$ cat src/rtl/muldiv_if.sv
// Operand, request and write-back signals shared between the issue logic
// (master) and the iterative multiply/divide unit (slave).
interface muldiv_if #(
    parameter int XLEN = 64
);
    logic            start;
    logic [2:0]      op;
    logic [XLEN-1:0] rs1;
    logic [XLEN-1:0] rs2;
    logic [4:0]      rd_addr;
    logic            busy;
    logic            done;
    logic [XLEN-1:0] result;
    logic [4:0]      wa;
    logic            regWrite;

    modport master (
        output start, op, rs1, rs2, rd_addr,
        input  busy, done, result, wa, regWrite
    );

    modport slave (
        input  start, op, rs1, rs2, rd_addr,
        output busy, done, result, wa, regWrite
    );
endinterface

$ cat src/rtl/muldiv_unit.sv
// Iterative RV64M multiply/divide unit.
// Multiplication uses radix-2 shift-add and division uses restoring division.
// Both work on operand magnitudes and retire one bit per clock. The signs are
// applied in a single fix-up cycle before a one-cycle write-back strobe.
// Divide-by-zero and signed overflow finish straight from the accept edge.
module muldiv_unit #(
    parameter int XLEN = 64
) (
    input  logic     clk,
    input  logic     rst,
    muldiv_if.slave  bus
);

    localparam int CW = $clog2(XLEN) + 1;
    localparam logic [XLEN-1:0] MIN_NEG = {1'b1, {(XLEN-1){1'b0}}};

    localparam logic [2:0] OP_MUL    = 3'd0;
    localparam logic [2:0] OP_MULH   = 3'd1;
    localparam logic [2:0] OP_MULHSU = 3'd2;
    localparam logic [2:0] OP_MULHU  = 3'd3;
    localparam logic [2:0] OP_DIV    = 3'd4;
    localparam logic [2:0] OP_DIVU   = 3'd5;
    localparam logic [2:0] OP_REM    = 3'd6;
    localparam logic [2:0] OP_REMU   = 3'd7;

    typedef enum logic [1:0] {
        IDLE = 2'd0,
        CALC = 2'd1,
        FIX  = 2'd2,
        DONE = 2'd3
    } state_t;

    state_t            state;
    logic [2:0]        op_q;
    logic [2*XLEN-1:0] acc;
    logic [XLEN-1:0]   mcand;
    logic [CW-1:0]     count;
    logic              neg_q;
    logic              neg_r;

    logic              signed_a;
    logic              signed_b;
    logic              sa;
    logic              sb;
    logic [XLEN-1:0]   mag_a;
    logic [XLEN-1:0]   mag_b;
    logic              div_zero;
    logic              div_ovf;
    logic              special;
    logic [XLEN-1:0]   special_val;

    // Decode the incoming request: operand signedness, magnitudes and the
    // two division corner cases that bypass the iterative datapath.
    always_comb begin
        signed_a    = !(bus.op == OP_MULHU || bus.op == OP_DIVU || bus.op == OP_REMU);
        signed_b    = (bus.op == OP_MUL) || (bus.op == OP_MULH) ||
                      (bus.op == OP_DIV) || (bus.op == OP_REM);
        sa          = signed_a && bus.rs1[XLEN-1];
        sb          = signed_b && bus.rs2[XLEN-1];
        mag_a       = sa ? (~bus.rs1 + 1'b1) : bus.rs1;
        mag_b       = sb ? (~bus.rs2 + 1'b1) : bus.rs2;
        div_zero    = bus.op[2] && (bus.rs2 == '0);
        div_ovf     = ((bus.op == OP_DIV) || (bus.op == OP_REM)) &&
                      (bus.rs1 == MIN_NEG) && (bus.rs2 == '1);
        special     = div_zero || div_ovf;
        special_val = '0;
        if (div_zero) begin
            special_val = bus.op[1] ? bus.rs1 : '1;
        end else if (div_ovf) begin
            special_val = bus.op[1] ? '0 : MIN_NEG;
        end
    end

    logic [XLEN:0]     mul_sum;
    logic [2*XLEN-1:0] mul_next;
    logic [XLEN:0]     rem_sh;
    logic              div_ge;
    logic [XLEN-1:0]   div_diff;
    logic [2*XLEN-1:0] div_next;
    logic [2*XLEN-1:0] prod;
    logic [XLEN-1:0]   fix_val;

    // One iteration step for each datapath plus the sign fix-up / output
    // select. For multiply, acc holds {partial product, remaining multiplier
    // bits}. For divide, acc holds {remainder, dividend/quotient bits}.
    always_comb begin
        mul_sum  = {1'b0, acc[2*XLEN-1:XLEN]} + (acc[0] ? {1'b0, mcand} : '0);
        mul_next = {mul_sum, acc[XLEN-1:1]};

        rem_sh   = acc[2*XLEN-1:XLEN-1];
        div_ge   = rem_sh >= {1'b0, mcand};
        div_diff = rem_sh[XLEN-1:0] - mcand;
        div_next = div_ge ? {div_diff, acc[XLEN-2:0], 1'b1}
                          : {acc[2*XLEN-2:0], 1'b0};

        prod     = neg_q ? (~acc + 1'b1) : acc;
        fix_val  = '0;
        if (!op_q[2]) begin
            fix_val = (op_q == OP_MUL) ? prod[XLEN-1:0] : prod[2*XLEN-1:XLEN];
        end else if (op_q[1]) begin
            fix_val = neg_r ? (~acc[2*XLEN-1:XLEN] + 1'b1) : acc[2*XLEN-1:XLEN];
        end else begin
            fix_val = neg_q ? (~acc[XLEN-1:0] + 1'b1) : acc[XLEN-1:0];
        end
    end

    // Control FSM with registered handshake and write-back outputs.
    // A new request is also taken in DONE so back-to-back ops lose no cycle.
    always_ff @(posedge clk or posedge rst) begin
        if (rst) begin
            state        <= IDLE;
            op_q         <= '0;
            acc          <= '0;
            mcand        <= '0;
            count        <= '0;
            neg_q        <= 1'b0;
            neg_r        <= 1'b0;
            bus.busy     <= 1'b0;
            bus.done     <= 1'b0;
            bus.regWrite <= 1'b0;
            bus.result   <= '0;
            bus.wa       <= '0;
        end else begin
            bus.done     <= 1'b0;
            bus.regWrite <= 1'b0;
            case (state)
                IDLE, DONE: begin
                    if (bus.start) begin
                        op_q     <= bus.op;
                        bus.wa   <= bus.rd_addr;
                        count    <= '0;
                        neg_q    <= sa ^ sb;
                        neg_r    <= sa;
                        bus.busy <= 1'b1;
                        if (special) begin
                            acc          <= '0;
                            mcand        <= '0;
                            bus.result   <= special_val;
                            bus.done     <= 1'b1;
                            bus.regWrite <= (bus.rd_addr != 5'd0);
                            state        <= DONE;
                        end else begin
                            if (bus.op[2]) begin
                                acc   <= {{XLEN{1'b0}}, mag_a};
                                mcand <= mag_b;
                            end else begin
                                acc   <= {{XLEN{1'b0}}, mag_b};
                                mcand <= mag_a;
                            end
                            state <= CALC;
                        end
                    end else begin
                        bus.busy <= 1'b0;
                        state    <= IDLE;
                    end
                end
                CALC: begin
                    acc   <= op_q[2] ? div_next : mul_next;
                    count <= count + 1'b1;
                    if (count == CW'(XLEN - 1)) begin
                        state <= FIX;
                    end
                end
                FIX: begin
                    bus.result   <= fix_val;
                    bus.done     <= 1'b1;
                    bus.regWrite <= (bus.wa != 5'd0);
                    state        <= DONE;
                end
                default: begin
                    state <= IDLE;
                end
            endcase
        end
    end

endmodule

$ cat src/flat_wrapper.sv
// flat-port wrapper written by rule: the top's interface ports become plain ports
module muldiv_unit_flat 
#(
    parameter int XLEN = 64
)
  (clk, rst, bus_start, bus_op, bus_rs1, bus_rs2, bus_rd_addr, bus_busy, bus_done, bus_result, bus_wa, bus_regWrite);
  muldiv_if #(.XLEN(XLEN)) bus_i ();
  input  logic clk;
  input  logic rst;
  input wire logic [$bits(bus_i.start)-1:0] bus_start;
  input wire logic [$bits(bus_i.op)-1:0] bus_op;
  input wire logic [$bits(bus_i.rs1)-1:0] bus_rs1;
  input wire logic [$bits(bus_i.rs2)-1:0] bus_rs2;
  input wire logic [$bits(bus_i.rd_addr)-1:0] bus_rd_addr;
  output wire logic [$bits(bus_i.busy)-1:0] bus_busy;
  output wire logic [$bits(bus_i.done)-1:0] bus_done;
  output wire logic [$bits(bus_i.result)-1:0] bus_result;
  output wire logic [$bits(bus_i.wa)-1:0] bus_wa;
  output wire logic [$bits(bus_i.regWrite)-1:0] bus_regWrite;
  assign bus_i.start = bus_start;
  assign bus_i.op = bus_op;
  assign bus_i.rs1 = bus_rs1;
  assign bus_i.rs2 = bus_rs2;
  assign bus_i.rd_addr = bus_rd_addr;
  assign bus_busy = bus_i.busy;
  assign bus_done = bus_i.done;
  assign bus_result = bus_i.result;
  assign bus_wa = bus_i.wa;
  assign bus_regWrite = bus_i.regWrite;
  muldiv_unit #(.XLEN(XLEN)) u_core (.clk(clk), .rst(rst), .bus(bus_i));
endmodule
$ cat config.mk
export PLATFORM = sky130hd
export DESIGN_NAME = muldiv_unit_flat
export DESIGN_NICKNAME = d
export VERILOG_FILES = /design/src/rtl/muldiv_if.sv /design/src/rtl/muldiv_unit.sv /design/src/flat_wrapper.sv
export SDC_FILE = /design/constraint.sdc
export NUM_CORES = 2
export LEC_CHECK = 0
export CORE_MARGIN = 10
export CORE_UTILIZATION = 35
export DETAILED_ROUTE_END_ITERATION = 10
export PLACE_DENSITY = 0.53
export SETUP_SLACK_MARGIN = 0.05
export SLEW_MARGIN = 10
export SYNTH_ARGS = -nofsm -noshare
export SYNTH_HDL_FRONTEND = slang
export SYNTH_SLANG_ARGS = --single-unit
$ cat constraint.sdc
create_clock -name clk -period 18.3 [get_ports clk]
set_input_delay 3.66 -clock clk [delete_from_list [all_inputs] [get_ports clk]]
set_output_delay 3.66 -clock clk [all_outputs]
set_load 0.1 [all_outputs]
==> impl_results.rst <==
.. list-table::
   :header-rows: 1

   * - Metric
     - Value
   * - Run status
     - completed
   * - Slew at the pin with the worst max-slew slack
     - 1.20 ns
   * - Share of synthesized area spent on multiplexers
     - 0.0474
   * - Layout cell share with drive strength beyond 1
     - 0.0538
   * - Area share of the leading cell type in the synthesized netlist
     - 0.227
   * - Total Neg Setup Slack
     - 0 ns
   * - Setup repair after global routing missed its margin
     - no
   * - Row cnt
     - 108
   * - Worst endpoint required time
     - between 15 and 20 ns
   * - Number of buffers inserted to repair setup after CTS
     - 0
   * - Combined global-route utilization of all metal layers
     - 0.268
   * - End of the critical path
     - u_core.bus.result[11]$_DFFE_PP0P_
   * - Dominant synthesized flop cell
     - dfrtp_1
   * - Max-slew violation count
     - 0
   * - Port bufs
     - 210
   * - Post-Synth Simple-Gate Area
     - 0.207
   * - M3 GR Usage
     - 0.0484
   * - Total length of routed wires
     - 139000 µm
   * - Maximum fanout along the worst path
     - 85
   * - Peak VDD IR
     - between 0.15 and 0.2 mV
   * - Starting Density
     - 0.353
   * - Type of the setup path with the least slack
     - in2reg
   * - Area of the placeable core
     - 0.0869 mm²
   * - Total DRC errors in the routed layout
     - 0
   * - Adder and majority gate portion of the synthesized area
     - 0.0568
   * - Design Area, Final
     - approximately 0.035 mm²
   * - Share of the yosys chip area belonging to registers
     - 0.227
   * - Clock sink total
     - 278
   * - Die Ht
     - around 320 µm
   * - Quantity of gates resized following cts
     - 0
   * - Critical path arrival
     - 9.33 ns
   * - Total global routing overflow
     - 0
   * - Clock transition at the registers of the reported paths
     - approximately 0.060 ns
   * - Die ar.
     - 0.0998 mm²
   * - Slew Limit Headroom
     - 0.198
   * - Post-route minimum period
     - 8.87 ns
   * - Wire length of the first global-routing pass
     - 205000 µm
   * - Synth Warn #
     - 0
   * - Most frequent cell after synthesis
     - o21ai_0
   * - Ratio of final minimum period to clock period
     - 0.485
   * - FFs w/ async S/R, synth
     - 1.00
   * - Largest net degree at the start of global routing
     - 91
   * - Dominant cell type by area after synthesis
     - dfrtp_1
   * - PD cells
     - 222 mW/mm²
   * - Final-report setup violation count
     - 0
   * - Vias/cell
     - 6.07
   * - Length of the first detailed-routing pass in iterations
     - 6
   * - Post-CTS Hold Buffers
     - 0
   * - Number of buffers created by CTS
     - 36
   * - Cells on worst reg2reg path
     - 17
   * - Post-synth EDFFs
     - 0
   * - Fin nets
     - ~4500
   * - Most instantiated cells after synthesis
     - 468 x o21ai_0, 418 x a21oi_1, 408 x nand2_1
   * - P&R area growth vs syn
     - 13.4%
   * - Endpoint of the worst-slack reg-to-reg timing path
     - u_core.acc[124]$_DFFE_PP0P_
   * - Total of flip-flops plus latches after synthesis
     - 278
   * - Startpoint kind of the worst setup timing path
     - primary input
   * - Width of the die
     - between 300 and 400 µm
   * - Area post-placement
     - about 0.034 mm²
   * - Global routing met2 resource utilization
     - 0.406
   * - Final ANT Viol Nets
     - 0
   * - Clk Latency, worst-skew pair
     - 0.58 ns
   * - Buffers from clock root to sink, at most
     - 3
   * - Via count of the first global-routing pass
     - slightly above 30000
   * - Number of placed I/O pins
     - 211
   * - Mean routed wirelength per cell
     - 25.9 µm
   * - Half-perimeter wire length after placement
     - 108000 µm
   * - Hold violation count in the final report
     - 0
   * - Global route hottest layer
     - met2
   * - Cell variety after synth
     - slightly below 90
   * - Vias after detailed routing
     - between 30000 and 40000
   * - Syn Inst Count
     - 4201
   * - Complex-gate fraction of the synthesized area
     - 0.287
   * - Largest family of logic cells by synthesized area
     - compound AO/OA/AOI/OAI gates
   * - TritonCTS clock tree
     - built
   * - Setup crit end kind
     - register
   * - Avg Synthesized Cell Area
     - 7.30 µm²
   * - Routability-driven placement congestion ratio
     - 0.994
   * - Internal reg-to-reg setup slack
     - 12.53 ns
   * - FMAX
     - approximately 110 MHz
   * - Post-Syn Area
     - 0.0307 mm²
   * - Number of antenna violations at the first check in global routing
     - 5
   * - Met1 track utilization from global routing
     - 0.375
   * - Static leakage power
     - ~14 nW
   * - Max-cap viol count
     - 0
   * - Launching point of the worst reg2reg path
     - u_core.acc[0]$_DFFE_PP0P_
   * - Xor and xnor fraction of the mapped netlist area
     - 0.118
   * - Origin of the worst setup path
     - bus_rs1[12]
   * - Top cells by area, synth
     - dfrtp_1 23%, o21ai_0 7.6%, a21oi_1 6.8%, xor2_1 6.1%, xnor2_1 5.7%
   * - Iteration-0 DRC count of the detailed router
     - 3892
   * - Clock H-tree levels
     - 2
   * - Worst Skew
     - 0.0257 ns
   * - Origin of the worst min-delay path
     - u_core.mcand[48]$_DFFE_PP0P_
   * - CTS Root Cell
     - clkbuf_16
   * - Type of the worst min-delay path
     - reg2reg
   * - Net Count, Synth
     - 4478
[routing by layer]
layer / part of all wire / vias to the layer above
met2: 0.43 / 1563
li1: - / 15200
met1: 0.44 / 15600
met5: 0.000093 / -
met4: 0.042 / 2
met3: 0.087 / 270
[metrics by stage]
stage / hold WS [ns] / setup WS [ns] / util / std cells / power [W]
floorplan: 0.450 / 6.97 / - / 4201 / 0.00512
global placement: 0.462 / 8.98 / 0.386 / 5313 / 0.00678
detailed placement: 0.471 / 8.89 / 0.386 / 5313 / 0.00678
CTS: 0.485 / 9.49 / 0.400 / 5378 / 0.00758
global route: 0.497 / 9.17 / 0.400 / 5378 / 0.00817
finish: 0.476 / 9.43 / 0.400 / 5381 / 0.00770
[how the worst min path moves through the flow]
stage	endpoint	depth (start not counted)
after floorplan	u_core.mcand[12]$_DFFE_PP0P_	2
after global placement	u_core.mcand[34]$_DFFE_PP0P_	2
after detailed placement	u_core.mcand[3]$_DFFE_PP0P_	2
after CTS	u_core.mcand[43]$_DFFE_PP0P_	2
after global routing	u_core.mcand[48]$_DFFE_PP0P_	2
final	u_core.mcand[48]$_DFFE_PP0P_	2
[report_power, final]
group	switching [W]	internal, W	leakage (nW)
Clock	0.000316	0.000457	0.606
Sequential	0.000504	0.000904	3.44
Combinational	0.00373	0.00179	9.90
[worst max-delay path: stages]
cell and delay [ns]:
clkdlybuf4s50_1 0.50, or4_1 0.61, nor4_1 0.50, nand4b_1 0.36
or3_1 0.49, nor2_2 0.27, nand2_2 0.18, nor3_4 0.30
a31o_2 0.21, buf_4 0.32, nand2_1 0.18, nand2_4 0.39
buf_4 0.81, o311ai_0 0.29, o21a_1 0.17
[registers in the layout, summed over array words and instances, names as in the netlist]
name / cells
u_core.bus.wa: 5
u_core.neg_r: 1
u_core.bus.result: 64
u_core.acc: 128
u_core.count: 7
u_core.op_q: 3
u_core.bus.done: 1
u_core.bus.regWrite: 1
u_core.neg_q: 1
u_core.state: 2
u_core.mcand: 64
u_core.bus.busy: 1
[final cells by class]
class | count | area [µm²]
well taps | 1155 | 1450
fillers | 9089 | 52100
repair buffers | 270 | 2550
clock buffers | 49 | 1040
diodes | 3 | 7.51
multi-input cells | 3475 | 22000
flip-flops and latches | 278 | 6970
inverters | 135 | 514
clock inverters | 16 | 203
[kinds of logic (layout without fill, tap and decap cells)]
kind of cell / Yosys count / after routing
compound gates: 1446 / 1446
buf+inv: 448 / 470
simple gates: 1337 / 1337
flops: 278 / 278
mux: 140 / 140
xor+xnor: 414 / 414
fa+ha+maj: 138 / 138
other cells: 0 / 3
[layout by cell type, fill, tap and decap left out, types with 38 or more instances in the layout]
cell / n
o21ai_0: 468
a21oi_1: 418
nand2_1: 406
nor2_1: 399
dfrtp_1: 274
xor2_1: 213
clkdlybuf4s50_1: 209
xnor2_1: 201
ha_1: 135
inv_1: 132
mux2i_1: 98
nor3_1: 92
a21o_1: 73
nand3_1: 71
nand4_1: 67
buf_4: 61
o211ai_1: 56
a31oi_1: 56
o31ai_1: 52
or3_1: 47
nor4_1: 44
mux2_2: 42
or4_1: 38
No activity file was read; power rests on OpenSTA's default activity.
